### config.mk
export PLATFORM = sky130hd
export DESIGN_NAME = spike_rate_decoder_flat
export DESIGN_NICKNAME = d
export VERILOG_FILES = /design/src/rtl/spike_rate_decoder_if.sv /design/src/rtl/spike_rate_decoder.sv /design/src/flat_wrapper.sv
export SDC_FILE = /design/constraint.sdc
export NUM_CORES = 1
export LEC_CHECK = 0
export CORE_MARGIN = 3
export CORE_UTILIZATION = 45
export CTS_BUF_LIST = sky130_fd_sc_hd__clkbuf_8
export CTS_CLUSTER_DIAMETER = 150
export CTS_CLUSTER_SIZE = 40
export DETAILED_ROUTE_END_ITERATION = 16
export GPL_TIMING_DRIVEN = 0
export PLACE_DENSITY = 0.71
export SYNTH_ARGS = -nofsm -noshare
export SYNTH_HDL_FRONTEND = slang
export SYNTH_SLANG_ARGS = --single-unit
### constraint.sdc
create_clock -name clk -period 3.28 [get_ports clk]
set_input_delay 0.984 -clock clk [delete_from_list [all_inputs] [get_ports clk]]
set_output_delay 0.984 -clock clk [all_outputs]
set_load 0.03 [all_outputs]
### src/rtl/spike_rate_decoder_if.sv
// Spike-train input, window control and valid/ready result bus of the spike rate decoder.
interface spike_rate_decoder_if #(
  parameter int WIN_W = 8,
  parameter int CNT_W = 8,
  parameter int ISI_W = 8
);
  logic             ena;
  logic             spike_in;
  logic [WIN_W-1:0] window_len;
  logic [CNT_W-1:0] rate_out;
  logic [ISI_W-1:0] isi_out;
  logic             sat;
  logic             rate_valid;
  logic             rate_ready;

  modport master (
    output ena, spike_in, window_len, rate_ready,
    input  rate_out, isi_out, sat, rate_valid
  );

  modport slave (
    input  ena, spike_in, window_len, rate_ready,
    output rate_out, isi_out, sat, rate_valid
  );
endinterface

### src/rtl/spike_rate_decoder.sv
// Decodes a 1-bit spike train into a per-window spike count and last inter-spike
// interval, presented on a registered valid/ready result port.
module spike_rate_decoder #(
  parameter int WIN_W = 8,
  parameter int CNT_W = 8,
  parameter int ISI_W = 8
) (
  input  logic                  clk,
  input  logic                  rst_n,
  spike_rate_decoder_if.slave   bus
);
  typedef enum logic [1:0] {S_IDLE, S_COUNT, S_HOLD} state_t;

  localparam logic [CNT_W-1:0] CNT_MAX = '1;
  localparam logic [ISI_W-1:0] ISI_MAX = '1;
  localparam logic [ISI_W-1:0] GAP_MAX = ISI_MAX - ISI_W'(1);

  state_t           state_q, state_d;
  logic [WIN_W-1:0] len_q, len_d;
  logic [WIN_W-1:0] win_cnt_q, win_cnt_d;
  logic [CNT_W-1:0] spk_cnt_q, spk_cnt_d;
  logic [ISI_W-1:0] gap_cnt_q, gap_cnt_d;
  logic             gap_ovf_q, gap_ovf_d;
  logic [ISI_W-1:0] isi_q, isi_d;
  logic             seen_q, seen_d;
  logic             sat_q, sat_d;
  logic [CNT_W-1:0] rate_o_q, rate_o_d;
  logic [ISI_W-1:0] isi_o_q, isi_o_d;
  logic             sat_o_q, sat_o_d;
  logic             valid_q, valid_d;

  logic             start_ok, do_start;
  logic [CNT_W-1:0] spk_n;
  logic [ISI_W-1:0] gap_n, isi_n;
  logic             gap_ovf_n, seen_n, sat_n;

  assign start_ok = bus.ena && (bus.window_len != '0);

  always_ff @(posedge clk or negedge rst_n) begin
    if (!rst_n) begin
      state_q   <= S_IDLE;
      len_q     <= '0;
      win_cnt_q <= '0;
      spk_cnt_q <= '0;
      gap_cnt_q <= '0;
      gap_ovf_q <= 1'b0;
      isi_q     <= '0;
      seen_q    <= 1'b0;
      sat_q     <= 1'b0;
      rate_o_q  <= '0;
      isi_o_q   <= '0;
      sat_o_q   <= 1'b0;
      valid_q   <= 1'b0;
    end else begin
      state_q   <= state_d;
      len_q     <= len_d;
      win_cnt_q <= win_cnt_d;
      spk_cnt_q <= spk_cnt_d;
      gap_cnt_q <= gap_cnt_d;
      gap_ovf_q <= gap_ovf_d;
      isi_q     <= isi_d;
      seen_q    <= seen_d;
      sat_q     <= sat_d;
      rate_o_q  <= rate_o_d;
      isi_o_q   <= isi_o_d;
      sat_o_q   <= sat_o_d;
      valid_q   <= valid_d;
    end
  end

  always_comb begin
    state_d   = state_q;
    len_d     = len_q;
    win_cnt_d = win_cnt_q;
    spk_cnt_d = spk_cnt_q;
    gap_cnt_d = gap_cnt_q;
    gap_ovf_d = gap_ovf_q;
    isi_d     = isi_q;
    seen_d    = seen_q;
    sat_d     = sat_q;
    rate_o_d  = rate_o_q;
    isi_o_d   = isi_o_q;
    sat_o_d   = sat_o_q;
    valid_d   = valid_q;
    do_start  = 1'b0;
    spk_n     = spk_cnt_q;
    gap_n     = gap_cnt_q;
    gap_ovf_n = gap_ovf_q;
    isi_n     = isi_q;
    seen_n    = seen_q;
    sat_n     = sat_q;

    case (state_q)
      S_IDLE: do_start = start_ok;
      S_COUNT: begin
        if (!bus.ena) begin
          state_d = S_IDLE;
        end else begin
          if (bus.spike_in) begin
            if (spk_cnt_q == CNT_MAX) sat_n = 1'b1;
            else                      spk_n = spk_cnt_q + CNT_W'(1);
            if (seen_q) begin
              // gap_ovf means the true gap ran past the counter, so the ISI is clipped
              if (gap_ovf_q) begin
                isi_n = ISI_MAX;
                sat_n = 1'b1;
              end else begin
                isi_n = gap_cnt_q + ISI_W'(1);
              end
            end
            gap_n     = '0;
            gap_ovf_n = 1'b0;
            seen_n    = 1'b1;
          end else if (seen_q) begin
            if (gap_cnt_q == GAP_MAX) gap_ovf_n = 1'b1;
            else                      gap_n     = gap_cnt_q + ISI_W'(1);
          end
          spk_cnt_d = spk_n;
          gap_cnt_d = gap_n;
          gap_ovf_d = gap_ovf_n;
          isi_d     = isi_n;
          seen_d    = seen_n;
          sat_d     = sat_n;
          win_cnt_d = win_cnt_q + WIN_W'(1);
          if (win_cnt_q == len_q - WIN_W'(1)) begin
            state_d  = S_HOLD;
            rate_o_d = spk_n;
            isi_o_d  = isi_n;
            sat_o_d  = sat_n;
            valid_d  = 1'b1;
          end
        end
      end
      S_HOLD: begin
        if (bus.rate_ready) begin
          valid_d = 1'b0;
          state_d = S_IDLE;
          do_start = start_ok;
        end
      end
      default: state_d = S_IDLE;
    endcase

    if (do_start) begin
      state_d   = S_COUNT;
      len_d     = bus.window_len;
      win_cnt_d = '0;
      spk_cnt_d = '0;
      gap_cnt_d = '0;
      gap_ovf_d = 1'b0;
      isi_d     = '0;
      seen_d    = 1'b0;
      sat_d     = 1'b0;
    end
  end

  assign bus.rate_out   = rate_o_q;
  assign bus.isi_out    = isi_o_q;
  assign bus.sat        = sat_o_q;
  assign bus.rate_valid = valid_q;
endmodule

### src/flat_wrapper.sv
// flat-port wrapper written by rule: the top's interface ports become plain ports
module spike_rate_decoder_flat 
#(
  parameter int WIN_W = 8,
  parameter int CNT_W = 8,
  parameter int ISI_W = 8
)
  (clk, rst_n, bus_ena, bus_spike_in, bus_window_len, bus_rate_ready, bus_rate_out, bus_isi_out, bus_sat, bus_rate_valid);
  spike_rate_decoder_if #(.WIN_W(WIN_W), .CNT_W(CNT_W), .ISI_W(ISI_W)) bus_i ();
  input  logic clk;
  input  logic rst_n;
  input wire logic [$bits(bus_i.ena)-1:0] bus_ena;
  input wire logic [$bits(bus_i.spike_in)-1:0] bus_spike_in;
  input wire logic [$bits(bus_i.window_len)-1:0] bus_window_len;
  input wire logic [$bits(bus_i.rate_ready)-1:0] bus_rate_ready;
  output wire logic [$bits(bus_i.rate_out)-1:0] bus_rate_out;
  output wire logic [$bits(bus_i.isi_out)-1:0] bus_isi_out;
  output wire logic [$bits(bus_i.sat)-1:0] bus_sat;
  output wire logic [$bits(bus_i.rate_valid)-1:0] bus_rate_valid;
  assign bus_i.ena = bus_ena;
  assign bus_i.spike_in = bus_spike_in;
  assign bus_i.window_len = bus_window_len;
  assign bus_i.rate_ready = bus_rate_ready;
  assign bus_rate_out = bus_i.rate_out;
  assign bus_isi_out = bus_i.isi_out;
  assign bus_sat = bus_i.sat;
  assign bus_rate_valid = bus_i.rate_valid;
  spike_rate_decoder #(.WIN_W(WIN_W), .CNT_W(CNT_W), .ISI_W(ISI_W)) u_core (.clk(clk), .rst_n(rst_n), .bus(bus_i));
endmodule
# --- After elaboration in Yosys (flattened, before gate mapping) ---
# Cells that the tools add are included.
totals:
  wordCells: 93
  output_inout_bits: 18
  register_bits: 63
  input_bits: 13
classes:
  mux: 48
  n_eq_ne: 12
  reduce_logical: 16
  add_sub_neg: 4
ops:
  columns: ["cell", "count"]
  rows:
  - ["$mux 8", 20]
  - ["$add 8x1->8 const B", 3]
  - ["$mux 1", 21]
  - ["$eq 8x8->1 const B", 2]
  - ["$reduce_and 4->1", 3]
  - ["$reduce_and 3->1", 3]
  - ["$eq 8x8->1", 1]
  - ["$mux 2", 4]
  - ["$reduce_bool 2->1", 4]
  - ["$reduce_bool 8->1", 1]
  - ["$sub 8x1->8 const B", 1]
  - ["$ne 3x2->1 const B", 2]
  - ["$pmux 2 s3", 1]
  - ["$reduce_bool 3->1", 2]
  - ["$ne 2x1->1 const B", 2]
  - ["$ne 2x2->1 const B", 2]
  - ["$ne 4x2->1 const B", 1]
  - ["$pmux 1 s2", 2]
  - ["$eq 2x1->1 const B", 1]
  - ["$eq 2x2->1 const B", 1]
  - ["$logic_not 2->1", 1]
  - ["$reduce_and 2->1", 1]
  - ["$logic_and 1x1->1", 1]

# --- Depth between registers and ports, before layout ---
depth:
  depth_word: 8
  depth_mapped: 8
  mapped_depth_nobuf: 7

# --- Least setup slack after synthesis ---
# No wires, ideal clock.
synth_path:
  path_type: "register to register"
  start: "reg u_core.len_q[0]"
  end: "reg u_core.isi_o_q[0] (netlist: u_core.bus.isi_out[0])"
  setup_slack_ps: 697
  n_path_buf: 0
  t_required_ps: 3155
  synth_period_minus_slack_ps: 2583
  setup_time_ps: 125
  t_arrival_ps: 2459
  stages_incl_launch_ff: 8
  cell_sequence: "dfrtp_1 -> inv_1 -> ha_1 -> or3b_1 -> nor4_1 -> o2111ai_1 -> a2111oi_4 -> mux2_2"
synth_between:
  elab_chain_cells: 3
synth_lines:
  columns: ["element", "line_no", "source"]
  rows:
  - ["start, declared", "spike_rate_decoder.sv:19", "logic [WIN_W-1:0] len_q, len_d;"]
  - ["start signal, assigned", "spike_rate_decoder.sv:56", "len_q <= len_d;"]
  - ["$sub 8x1->8", "spike_rate_decoder.sv:125", "if (win_cnt_q == len_q - WIN_W'(1)) begin"]
  - ["$eq 8x8->1", "spike_rate_decoder.sv:125", null]
  - ["$reduce_and 3->1 (no line)", null, null]
  - ["end signal, assigned", "spike_rate_decoder.sv:65", "isi_o_q <= isi_o_d;"]
  - ["end, declared", "spike_rate_decoder.sv:28", "logic [ISI_W-1:0] isi_o_q, isi_o_d;"]
# No other way between the ends.
# A chain may end at the register's enable or synchronous reset.

# --- Worst setup path after layout ---
layout_path:
  start: "reg u_core.len_q[0]"
  end: "reg u_core.sat_o_q (netlist: u_core.bus.sat)"
layout_between:
  elab_chain_cells: 3
layout_lines:
  columns: ["element", "line_no", "source"]
  rows:
  - ["$sub 8x1->8", "spike_rate_decoder.sv:125", null]
  - ["$eq 8x8->1", "spike_rate_decoder.sv:125", null]
  - ["$reduce_and 3->1 (no line)", null, null]
  - ["end signal, assigned", "spike_rate_decoder.sv:66", "sat_o_q <= sat_o_d;"]
  - ["end, declared", "spike_rate_decoder.sv:29", "logic sat_o_q, sat_o_d;"]
# No other way between the ends.

==> qor.json <==
{
  "start_util": {"value": 46.76, "unit": "%"},
  "status": {"value": "completed"},
  "post_synth_inst_count": {"value": 313},
  "synth_async_sr_flop_share": {"value": 100.0, "unit": "%"},
  "post_synth_instance_area": {"value": 3212, "unit": "sq um"},
  "irDropWorstVdd": {"value": 286.2, "unit": "uV"},
  "fin_crit_sh": {"value": 91.77, "unit": "%"},
  "i_o_pins": {"value": 31},
  "use_met1": {"value": 25.39, "unit": "%"},
  "area_growth_syn_to_layout": {"value": 18.62, "unit": "%"},
  "placed_instance_area": {"value": 3630, "unit": "sq um"},
  "core_box_area": {"value": 6869, "unit": "sq um"},
  "grt-busiest-layer": {"value": "met2"},
  "synth_top_family_by_area": {"value": "simple AND/OR/NAND/NOR gates"},
  "max_cap_violations": {"value": 0},
  "crit_path_max_fanout": {"value": 10},
  "max_slew.worst_pin.slew": {"value": 914.4, "unit": "ps"},
  "yosys.area_share.xor_xnor": {"value": 6.545, "unit": "%"},
  "synth_cell_types": {"value": 51},
  "critPathBufInv": {"value": 2},
  "gp_congestion": {"value": 0.7919},
  "post-route-min-period": {"value": 3010, "unit": "ps"},
  "non_filler_instances": {"value": 454},
  "cp.required": {"value": 3530, "unit": "ps"},
  "detailedPlacementHpwl": {"value": 4704, "unit": "um"},
  "power_leakage": {"value": 0.001619, "unit": "uW"},
  "yosys_register_bits": {"value": 63},
  "global_route.overflow_total": {"value": 0},
  "worst_path_max_delay_cell": {"value": "sky130_fd_sc_hd__a2111oi_4"},
  "numCtsBuffers": {"value": 9},
  "post_drt_via_cell_ratio": {"value": 5.482},
  "cts_max_path_buffers": {"value": 2},
  "clock_latency_on_the_worst_skew_pair": {"value": 340, "unit": "ps"},
  "gr-usage-all-layers": {"value": 18.05, "unit": "%"},
  "setup_viol": {"value": 0},
  "critical_path.startpoint_type": {"value": "flip-flop"},
  "compound_cell_area_share_of_the_yosys_netlist": {"value": 13.25, "unit": "%"},
  "grt_met2_use": {"value": 27.55, "unit": "%"},
  "ys_warn_count": {"value": 0},
  "ys_seq_area_share": {"value": 49.08, "unit": "%"},
  "dr.pass1.iters": {"value": 5},
  "die_width": {"value": 90.49, "unit": "um"},
  "postCtsSetupBuffers": {"value": 0},
  "setup.worst_path.end_class": {"value": "flip-flop"},
  "drc": {"value": 0},
  "holdCritPathClass": {"value": "reg -> reg"},
  "design.die.area": {"value": 8188, "unit": "sq um"},
  "post-route-cell-area": {"value": 3810, "unit": "sq um"},
  "min-delay-start": {"value": "u_core.bus.rate_valid"},
  "cell_chain_critical_path": {"value": "inv_1, ha_1, or3b_1, nor4_1, o2111ai_1, a2111oi_4, buf_6, mux2i_1"},
  "postRouteAntennaNets": {"value": 0},
  "cts_tree": {"value": "done"},
  "setup.worst_path.start": {"value": "u_core.len_q[0]"},
  "commonest_cells_after_routing_fill_and_taps_aside": {"value": "sky130_fd_sc_hd__dfrtp_1 (63), sky130_fd_sc_hd__nand2_1 (36), sky130_fd_sc_hd__clkdlybuf4s50_1 (29)"},
  "synth_enable_flop_cells": {"value": 0},
  "number_of_global_route_vias_before_repair": {"value": 2403},
  "synthAdderAreaFrac": {"value": 1.948, "unit": "%"},
  "final_report_hold_violation_count": {"value": 0},
  "rsz0062_at_grt": {"value": "false"},
  "finClkSkew": {"value": 9.618, "unit": "ps"},
  "synth_fp_nets": {"value": 331},
  "cts_hold_buffers": {"value": 0},
  "rr_startpoint": {"value": "u_core.len_q[0]"},
  "layout_commonest_cell": {"value": "sky130_fd_sc_hd__dfrtp_1"},
  "timing.setup.critical_path_class": {"value": "reg -> reg"},
  "grt_max_degree": {"value": 64},
  "finalMaxSlewViolations": {"value": 0},
  "final_nets": {"value": 372},
  "finalWirelength": {"value": 6920, "unit": "um"},
  "worst_setup_hold_path_clk_slew": {"value": 70, "unit": "ps"},
  "number_of_h_tree_levels": {"value": 3},
  "max_slew_margin": {"value": 39.04, "unit": "%"},
  "critical_path.top_delay_family": {"value": "compound AO/OA/AOI/OAI gates"},
  "diodes": {"value": 0},
  "root_buffer": {"value": "sky130_fd_sc_hd__clkbuf_8"},
  "arrival": {"value": 3260, "unit": "ps"},
  "routedWlPerCell": {"value": 15.24, "unit": "um"},
  "synth_area_per_inst": {"value": 10.26, "unit": "sq um"},
  "hold_slack": {"value": 507.2, "unit": "ps"},
  "rows": {"value": 30},
  "timing.critical_path.slowest_cell_delay": {"value": 840, "unit": "ps"},
  "postSynth.topFlopCell": {"value": "sky130_fd_sc_hd__dfrtp_1"},
  "grt_pass1_wl": {"value": 11990, "unit": "um"},
  "grt_antenna_before_repair": {"value": 0},
  "drt_first_iter_violations": {"value": 217},
  "power_per_cell_area": {"value": 569.1, "unit": "nW/um^2"},
  "use_met3": {"value": 5.500, "unit": "%"},
  "max_freq": {"value": 332.2, "unit": "MHz"},
  "cts.sinks": {"value": 63},
  "final_layout_size_suffix_gt1_share": {"value": 9.777, "unit": "%"},
  "io_buffers": {"value": 30},
  "placedCellCount": {"value": 439},
  "vias_after_detailed_routing": {"value": 2489},
  "muxShareOfSynthArea": {"value": 8.960, "unit": "%"},
  "synth-simple-area-share": {"value": 16.48, "unit": "%"},
  "chipHeight": {"value": 90.49, "unit": "um"}
}
layout make-up:
class                   instances  area (sq um)
plain buffers                  14         61.31
fillers                       616          3059
multi-input cells             220          1516
clock inverters                 6         53.80
inverters                      16         60.06
flip-flops and latches         63          1577
well taps                      96         120.1
repair buffers                 30         297.8
clock buffers                   9         123.9
through the flow:
step	setup TNS, ps	worst slack, ps	total power, uW	util (%)
detailed placement	-7316	-380.7	1549	52.84
floorplan	0	696.7	1341	-
CTS	0	121.5	2194	55.45
global route	0	30.59	2290	55.46
global placement	-63900	-903.1	1533	52.88
finish	0	269.9	2168	55.46
flip-flops by register name, summed over array words and instances (netlist names):
signal                 flops
u_core.bus.isi_out         8
u_core.bus.rate_out        8
u_core.gap_cnt_q           8
u_core.isi_q               8
u_core.len_q               8
u_core.spk_cnt_q           8
u_core.win_cnt_q           8
u_core.state_q             2
u_core.bus.rate_valid      1
u_core.bus.sat             1
u_core.gap_ovf_q           1
u_core.sat_q               1
u_core.seen_q              1
synth_stat cells (2+ instances only):
| cell | number | area, sq um |
|---|---|---|
| sky130_fd_sc_hd__a211oi_1 | 2 | 15.01 |
| sky130_fd_sc_hd__nand3_1 | 7 | 35.03 |
| sky130_fd_sc_hd__clkbuf_1 | 12 | 45.04 |
| sky130_fd_sc_hd__nand2b_1 | 3 | 18.77 |
| sky130_fd_sc_hd__nand2_1 | 36 | 135.1 |
| sky130_fd_sc_hd__and2_1 | 2 | 12.51 |
| sky130_fd_sc_hd__and3b_1 | 2 | 17.52 |
| sky130_fd_sc_hd__a31oi_1 | 4 | 25.02 |
| sky130_fd_sc_hd__o22ai_1 | 13 | 81.33 |
| sky130_fd_sc_hd__nand3b_1 | 2 | 15.01 |
| sky130_fd_sc_hd__o31ai_1 | 3 | 22.52 |
| sky130_fd_sc_hd__dfrtp_1 | 63 | 1577 |
| sky130_fd_sc_hd__ha_1 | 5 | 62.56 |
| sky130_fd_sc_hd__xnor2_1 | 11 | 96.34 |
| sky130_fd_sc_hd__nor2b_1 | 2 | 12.51 |
| sky130_fd_sc_hd__nor3b_1 | 2 | 15.01 |
| sky130_fd_sc_hd__a22o_1 | 3 | 26.28 |
| sky130_fd_sc_hd__a21oi_1 | 5 | 25.02 |
| sky130_fd_sc_hd__mux2i_1 | 13 | 130.1 |
| sky130_fd_sc_hd__o31a_1 | 2 | 17.52 |
| sky130_fd_sc_hd__mux2_2 | 14 | 157.7 |
| sky130_fd_sc_hd__nand4b_1 | 2 | 17.52 |
| sky130_fd_sc_hd__xor2_1 | 13 | 113.9 |
| sky130_fd_sc_hd__o21ai_0 | 13 | 65.06 |
| sky130_fd_sc_hd__inv_1 | 16 | 60.06 |
| sky130_fd_sc_hd__o2bb2ai_1 | 5 | 43.79 |
| sky130_fd_sc_hd__nand4_1 | 8 | 50.05 |
| sky130_fd_sc_hd__nor4_1 | 4 | 25.02 |
| sky130_fd_sc_hd__nor2_1 | 21 | 78.83 |
| sky130_fd_sc_hd__and3_1 | 4 | 25.02 |
routing by layer:
| layer | vias to the layer above | wire length (um) | share of wire [%] |
|---|---|---|---|
| met2 | 55 | 3238 | 47 |
| met1 | 1224 | 3306 | 48 |
| li1 | 1205 | - | - |
| met4 | 0 | 52 | 0.75 |
| met5 | - | 0 | 0 |
| met3 | 5 | 322 | 4.7 |
report_power, final:
group	internal [uW]	leakage, uW	switching (uW)
Clock	338	0.0000998	300
Sequential	884	0.000805	94.9
Combinational	235	0.000715	316
Total	1460	0.00162	711
cell families after synthesis:
family | count (synthesis)
compound gates | 60
xor+xnor | 24
fa+ha+maj | 5
buf+inv | 30
flops | 63
mux | 27
simple gates | 104
worst paths after layout:
path / slack [ps] / to / depth (start not counted)
max in group asynchronous: 2010 / u_core.gap_cnt_q[0] / 1
max: 270 / u_core.bus.sat / 8
min: 510 / u_core.bus.rate_valid / 1
max reg2reg: 270 / u_core.bus.sat / 8
min reg2reg: 510 / u_core.bus.rate_valid / 1
min in group asynchronous: 700 / u_core.len_q[6] / 1
timing repair:
item / 4_1_cts / 5_1_grt
cloned: 0 / 0
setup endpoints to repair: 1 / 5
pin swaps: 0 / 1
hold endpoints to repair: 0 / 0
resized for setup: 1 / 2
No activity file was read; power rests on OpenSTA's default activity.
